### src/rtl/stall_ctrl.sv
// stall_ctrl: central stall controller for the five-stage MIPS core.
// Merges the ID load-use request with the multi-cycle divider handshake
// into the 6-bit stall bus (bit 0 PC .. bit 5 WB). It also keeps a sticky
// divide-timeout error flag and a saturating stall-cycle counter.
module stall_ctrl #(
    parameter int DIV_TIMEOUT = 40,
    parameter int CNT_W       = 32
) (
    input  logic             clk,
    input  logic             rst,
    input  logic             stallreq_for_load,
    input  logic             div_req,
    input  logic             div_ready,
    input  logic             perf_clr,
    output logic [5:0]       stall,
    output logic             div_start,
    output logic             div_abort,
    output logic             div_err,
    output logic [CNT_W-1:0] stall_cycles
);

    typedef enum logic {IDLE = 1'b0, BUSY = 1'b1} state_t;

    // Stall patterns: a divide freezes PC..EX; a load-use freezes PC..ID and
    // lets EX take a bubble.
    localparam logic [5:0] STALL_DIV  = 6'b001111;
    localparam logic [5:0] STALL_LOAD = 6'b000111;
    localparam logic [7:0] WCNT_LAST  = 8'(DIV_TIMEOUT - 1);
    localparam logic [CNT_W-1:0] CNT_MAX = {CNT_W{1'b1}};

    state_t           state_q, state_d;
    logic [7:0]       wcnt_q, wcnt_d;
    logic             err_q, err_d;
    logic [CNT_W-1:0] cnt_q, cnt_d;
    logic [5:0]       stall_c;
    logic             start_c, abort_c;

    // Next-state and zero-latency outputs; the older divide in EX wins over
    // the younger load-use request in ID.
    always_comb begin
        state_d = state_q;
        wcnt_d  = wcnt_q;
        err_d   = err_q;
        stall_c = 6'b000000;
        start_c = 1'b0;
        abort_c = 1'b0;
        case (state_q)
            IDLE: begin
                if (div_req) begin
                    stall_c = STALL_DIV;
                    start_c = 1'b1;
                    state_d = BUSY;
                    wcnt_d  = 8'd0;
                end else if (stallreq_for_load) begin
                    stall_c = STALL_LOAD;
                end
            end
            BUSY: begin
                // Ready is checked before timeout so a late result is never
                // thrown away.
                if (div_ready) begin
                    state_d = IDLE;
                end else if (wcnt_q == WCNT_LAST) begin
                    abort_c = 1'b1;
                    err_d   = 1'b1;
                    state_d = IDLE;
                end else begin
                    stall_c = STALL_DIV;
                    wcnt_d  = wcnt_q + 8'd1;
                end
            end
            default: state_d = IDLE;
        endcase
        // Reset masks the combinational outputs in the reset cycle itself.
        if (rst) begin
            stall_c = 6'b000000;
            start_c = 1'b0;
            abort_c = 1'b0;
        end
    end

    // Stall-cycle counter: clear beats increment, saturates at all-ones.
    always_comb begin
        cnt_d = cnt_q;
        if (perf_clr)
            cnt_d = '0;
        else if (stall_c != 6'b000000 && cnt_q != CNT_MAX)
            cnt_d = cnt_q + 1'b1;
    end

    // State registers with synchronous reset.
    always_ff @(posedge clk) begin
        if (rst) begin
            state_q <= IDLE;
            wcnt_q  <= 8'd0;
            err_q   <= 1'b0;
            cnt_q   <= '0;
        end else begin
            state_q <= state_d;
            wcnt_q  <= wcnt_d;
            err_q   <= err_d;
            cnt_q   <= cnt_d;
        end
    end

    assign stall        = stall_c;
    assign div_start    = start_c;
    assign div_abort    = abort_c;
    assign div_err      = err_q;
    assign stall_cycles = cnt_q;

endmodule

### config.mk
export PLATFORM = sky130hd
export DESIGN_NAME = stall_ctrl
export DESIGN_NICKNAME = d
export VERILOG_FILES = /design/src/rtl/stall_ctrl.sv
export SDC_FILE = /design/constraint.sdc
export NUM_CORES = 1
export LEC_CHECK = 0
export ABC_AREA = 1
export CAP_MARGIN = 20
export CELL_PAD_IN_SITES_DETAIL_PLACEMENT = 0
export CELL_PAD_IN_SITES_GLOBAL_PLACEMENT = 2
export CORE_MARGIN = 4
export CORE_UTILIZATION = 28
export DETAILED_ROUTE_END_ITERATION = 6
export PLACE_DENSITY_LB_ADDON = 0.3
export SYNTH_ARGS = -nofsm -noshare
export SYNTH_HDL_FRONTEND = slang
export SYNTH_SLANG_ARGS = --single-unit
### constraint.sdc
create_clock -name clk -period 1.92 [get_ports clk]
set_input_delay 0.192 -clock clk [delete_from_list [all_inputs] [get_ports clk]]
set_output_delay 0.192 -clock clk [all_outputs]
set_load 0.05 [all_outputs]
==> key figures <==
Route
  • Pre-antenna DRT Iters: 4
  • DR iter-0 viols: 100
  • Final WL: 8867 um
  • Via count: 2971
  • Drt wl/cell: 13.60 um
  • Antenna Nets Post-Route: 0
  • DR vias/cell: 4.557
  • DRC: 0

Clock tree
  • CTS buffer count: 5
  • Max clock buf depth: 2
  • H-tree levels: 2
  • Skew-Pair Late Insertion Delay: 0.31 ns
  • CTS tree: built
  • CTS Hold Bufs: 0
  • Clock net sink count: 42
  • Clk root buf: clkbuf_8
  • Clock transition at path regs: 0.10 ns

STA
  • Endpoints failing setup: 0
  • Fin. Hold Viols: 0
  • Worst-margin pin slew: 0.5850 ns
  • Period utilisation layout: 96.69%
  • Final clock skew: 0.01257 ns
  • RSZ-0062 raised after global routing: yes
  • Max-slew violation count: 0
  • F_max: 538.6 MHz
  • Period minus WS final: 1.857 ns
  • Final worst slack: 0.06349 ns
  • Slew HR: 60.59%

Critical path
  • WP data required: 1.73 ns
  • CP arrival: 1.66 ns
  • CP max FO: 7
  • CP endpoint kind: output pin
  • Crit path max-delay cell type: dfxtp_4
  • Worst r2r dst: stall_cycles[10]
  • R2r startpoint: stall_cycles[0]
  • Crit Path Class: flop to output pin
  • Crit path largest cell delay: 0.38 ns
  • Reg2Reg Depth: 11
  • Crit-path cells: ha_4 > nand2_2 > nor2_2 > nand2_2 > nand2_4 > nand2_8 > nand2_8 > inv_8 > buf_12
  • Worst R2R Setup Slack: 0.15 ns
  • Critical Path Start Type: flop

Layout
  • Antenna cells: 0
  • Share of layout cells above drive strength 1: 17.53%
  • Most frequent cells in the layout: nand2_1, nor2_1, dfxtp_1, clkdlybuf4s50_1, inv_1
  • NumNets Final: 526
  • Most common cell after layout, fill and taps aside: nand2_1
  • Area grow syn2layout: 34.55%

Yosys
  • Area of the mapped netlist: 2810 sq um
  • Sequential cell area fraction in the yosys report: 29.92%
  • Yosys warns: 0
  • Unique masters post-synth: 31
  • #FFs+latches synth: 42
  • Syn avg cell area: 6.190 sq um
  • Synth Instances: 454

Floorplan
  • Die ar.: 11700 sq um
  • Die H: 108.2 um
  • Die W: 108.2 um
  • # rows: 36
  • Core Region: 9774 sq um
  • Starting Density: 28.75%
  • IO Pins: 47

Power and ir drop
  • Cell Pwr Density: 465.0 nW/um^2
  • Leakage power: 1.352 nW
  • Peak supply drop: 0.2302 mV
  • Tot Pwr: 1.758 mW

Job
  • Max-Cap Viols: 0

Placement
  • DP Wirelength: 6569 um
  • IO buf count: 44
  • Gpl congestion: 0.8043
  • Pre-CTS setup slack: 0.05279 ns

Status
  • Status: finished clean

GRT
  • Pin count of the biggest net entering global routing: 32
  • Total global-route track usage: 15.07%
  • Initial antenna violation count: 0
  • Vias in the first global route: 2767
  • Global-route wire length before repair: 13950 um
  • Global route overflow: 0

Hold path
  • Hold Path End: div_err
  • Hold WC Path Type: flop to flop
  • Worst hold path depth: 1
  • Hold Startpoint: div_err
[state kept, by name (all words and copies together) (netlist names)]
name,cells
wcnt_q,8
state_q,1
div_err,1
stall_cycles,32
[logic make-up after synthesis]
kind of cell | after synthesis | synth area share [%]
adder cells (fa/ha/maj) | 2 | 0.8903
buffers and inverters | 51 | 9.083
other | 1 | 0.1334
flip-flops | 42 | 29.92
XOR/XNOR | 11 | 3.428
AND/OR/NAND/NOR | 306 | 46.93
AO/OA/AOI/OAI | 41 | 9.617
[power breakdown]
group / internal [mW] / switching [mW] / leakage (nW)
Clock: 0.257 / 0.361 / 0.0441
Sequential: 0.873 / 0.00650 / 0.341
Combinational: 0.0941 / 0.167 / 0.967
Total: 1.22 / 0.534 / 1.35
[metal layers]
layer | vias to the layer above | track usage, % | part of all wire, %
met5 | - | 0 | 0
met4 | 0 | 3.246 | 0.62
met3 | 5 | 2.388 | 3.4
met2 | 49 | 25.36 | 49
met1 | 1360 | 20.36 | 47
li1 | 1557 | - | -
[area by class of cell]
cell class,instances,area (sq um)
Sequential cell,42,850.8
Tap cell,133,166.4
Fill cell,1078,5993
Inverter,36,145.1
Timing Repair Buffer,70,718.2
Clock buffer,5,68.82
Multi-Input combinational cell,363,1810
Clock inverter,3,21.27
[worst max-delay path: cells and delay by family, from the launching register on]
kind	cells	cell delay [ns]
DFF	1	0.38
and+or+nand+nor	6	0.62
adders and majority gates	1	0.16
buffers and inverters	2	0.19
[worst max path at each step]
stage               from               end  slack (ns)  depth (start not counted)
3_3_place_gp   wcnt_q[0]   stall_cycles[1]        0.07                          9
4_1_cts        wcnt_q[0]          stall[3]       0.008                          9
3_5_place_dp   wcnt_q[0]  stall_cycles[15]        0.05                          9
2_1_floorplan  wcnt_q[0]         div_abort       -0.03                          5
6_report       wcnt_q[1]          stall[0]        0.06                          9
5_1_grt        wcnt_q[1]          stall[2]       -0.05                          9
[synth_stat cells]
| library cell | instances | area (sq um) |
|---|---|---|
| a21oi_1 | 22 | 110.1 |
| inv_1 | 32 | 120.1 |
| nor2_8 | 1 | 20.02 |
| inv_2 | 3 | 11.26 |
| nor2_1 | 62 | 232.7 |
| xor2_1 | 10 | 87.58 |
| nand3_1 | 22 | 110.1 |
| nand2_4 | 3 | 33.78 |
| buf_6 | 3 | 33.78 |
| dfxtp_1 | 42 | 840.8 |
| xnor2_1 | 1 | 8.760 |
| buf_4 | 5 | 37.54 |
| nor4_1 | 1 | 6.260 |
| and3_1 | 1 | 6.260 |
| nor2_2 | 3 | 18.77 |
| conb_1 | 1 | 3.750 |
| ha_1 | 2 | 25.02 |
| buf_8 | 2 | 30.03 |
| nand2_2 | 5 | 31.28 |
| nand4_1 | 12 | 75.07 |
| nor3_1 | 4 | 20.02 |
| a211oi_1 | 1 | 7.510 |
| nand3_4 | 1 | 17.52 |
| nand2_1 | 186 | 698.2 |
| clkbuf_1 | 5 | 18.77 |
| clkinv_1 | 1 | 3.750 |
| nand3b_1 | 2 | 15.01 |
| nor2_4 | 3 | 33.78 |
| a21oi_2 | 16 | 140.1 |
| o21ai_0 | 1 | 5.000 |
| a21o_1 | 1 | 7.510 |
[per-stage QoR]
stage          std cells  cell area (sq um)  utilization (%)  hold slack [ns]  TNS (ns)
6_report             652               3781            38.68           0.4673         0
5_1_grt              652               3781            38.68           0.5159   -0.1522
4_1_cts              646               3674            37.58           0.4727         0
3_5_place_dp         638               3557            36.39           0.4492         0
3_3_place_gp         638               3557            36.39           0.4358         0
2_1_floorplan        455               2830                -           0.3481  -0.06298
[what timing repair did]
action                                  in CTS  in global routing
endpoints found under the setup margin       5                 36
setup buffers                                0                  5
gates resized for setup                      9                 14
gates cloned                                 0                  1
pin swaps                                    0                  4
Power figures use the tool's default switching activity.
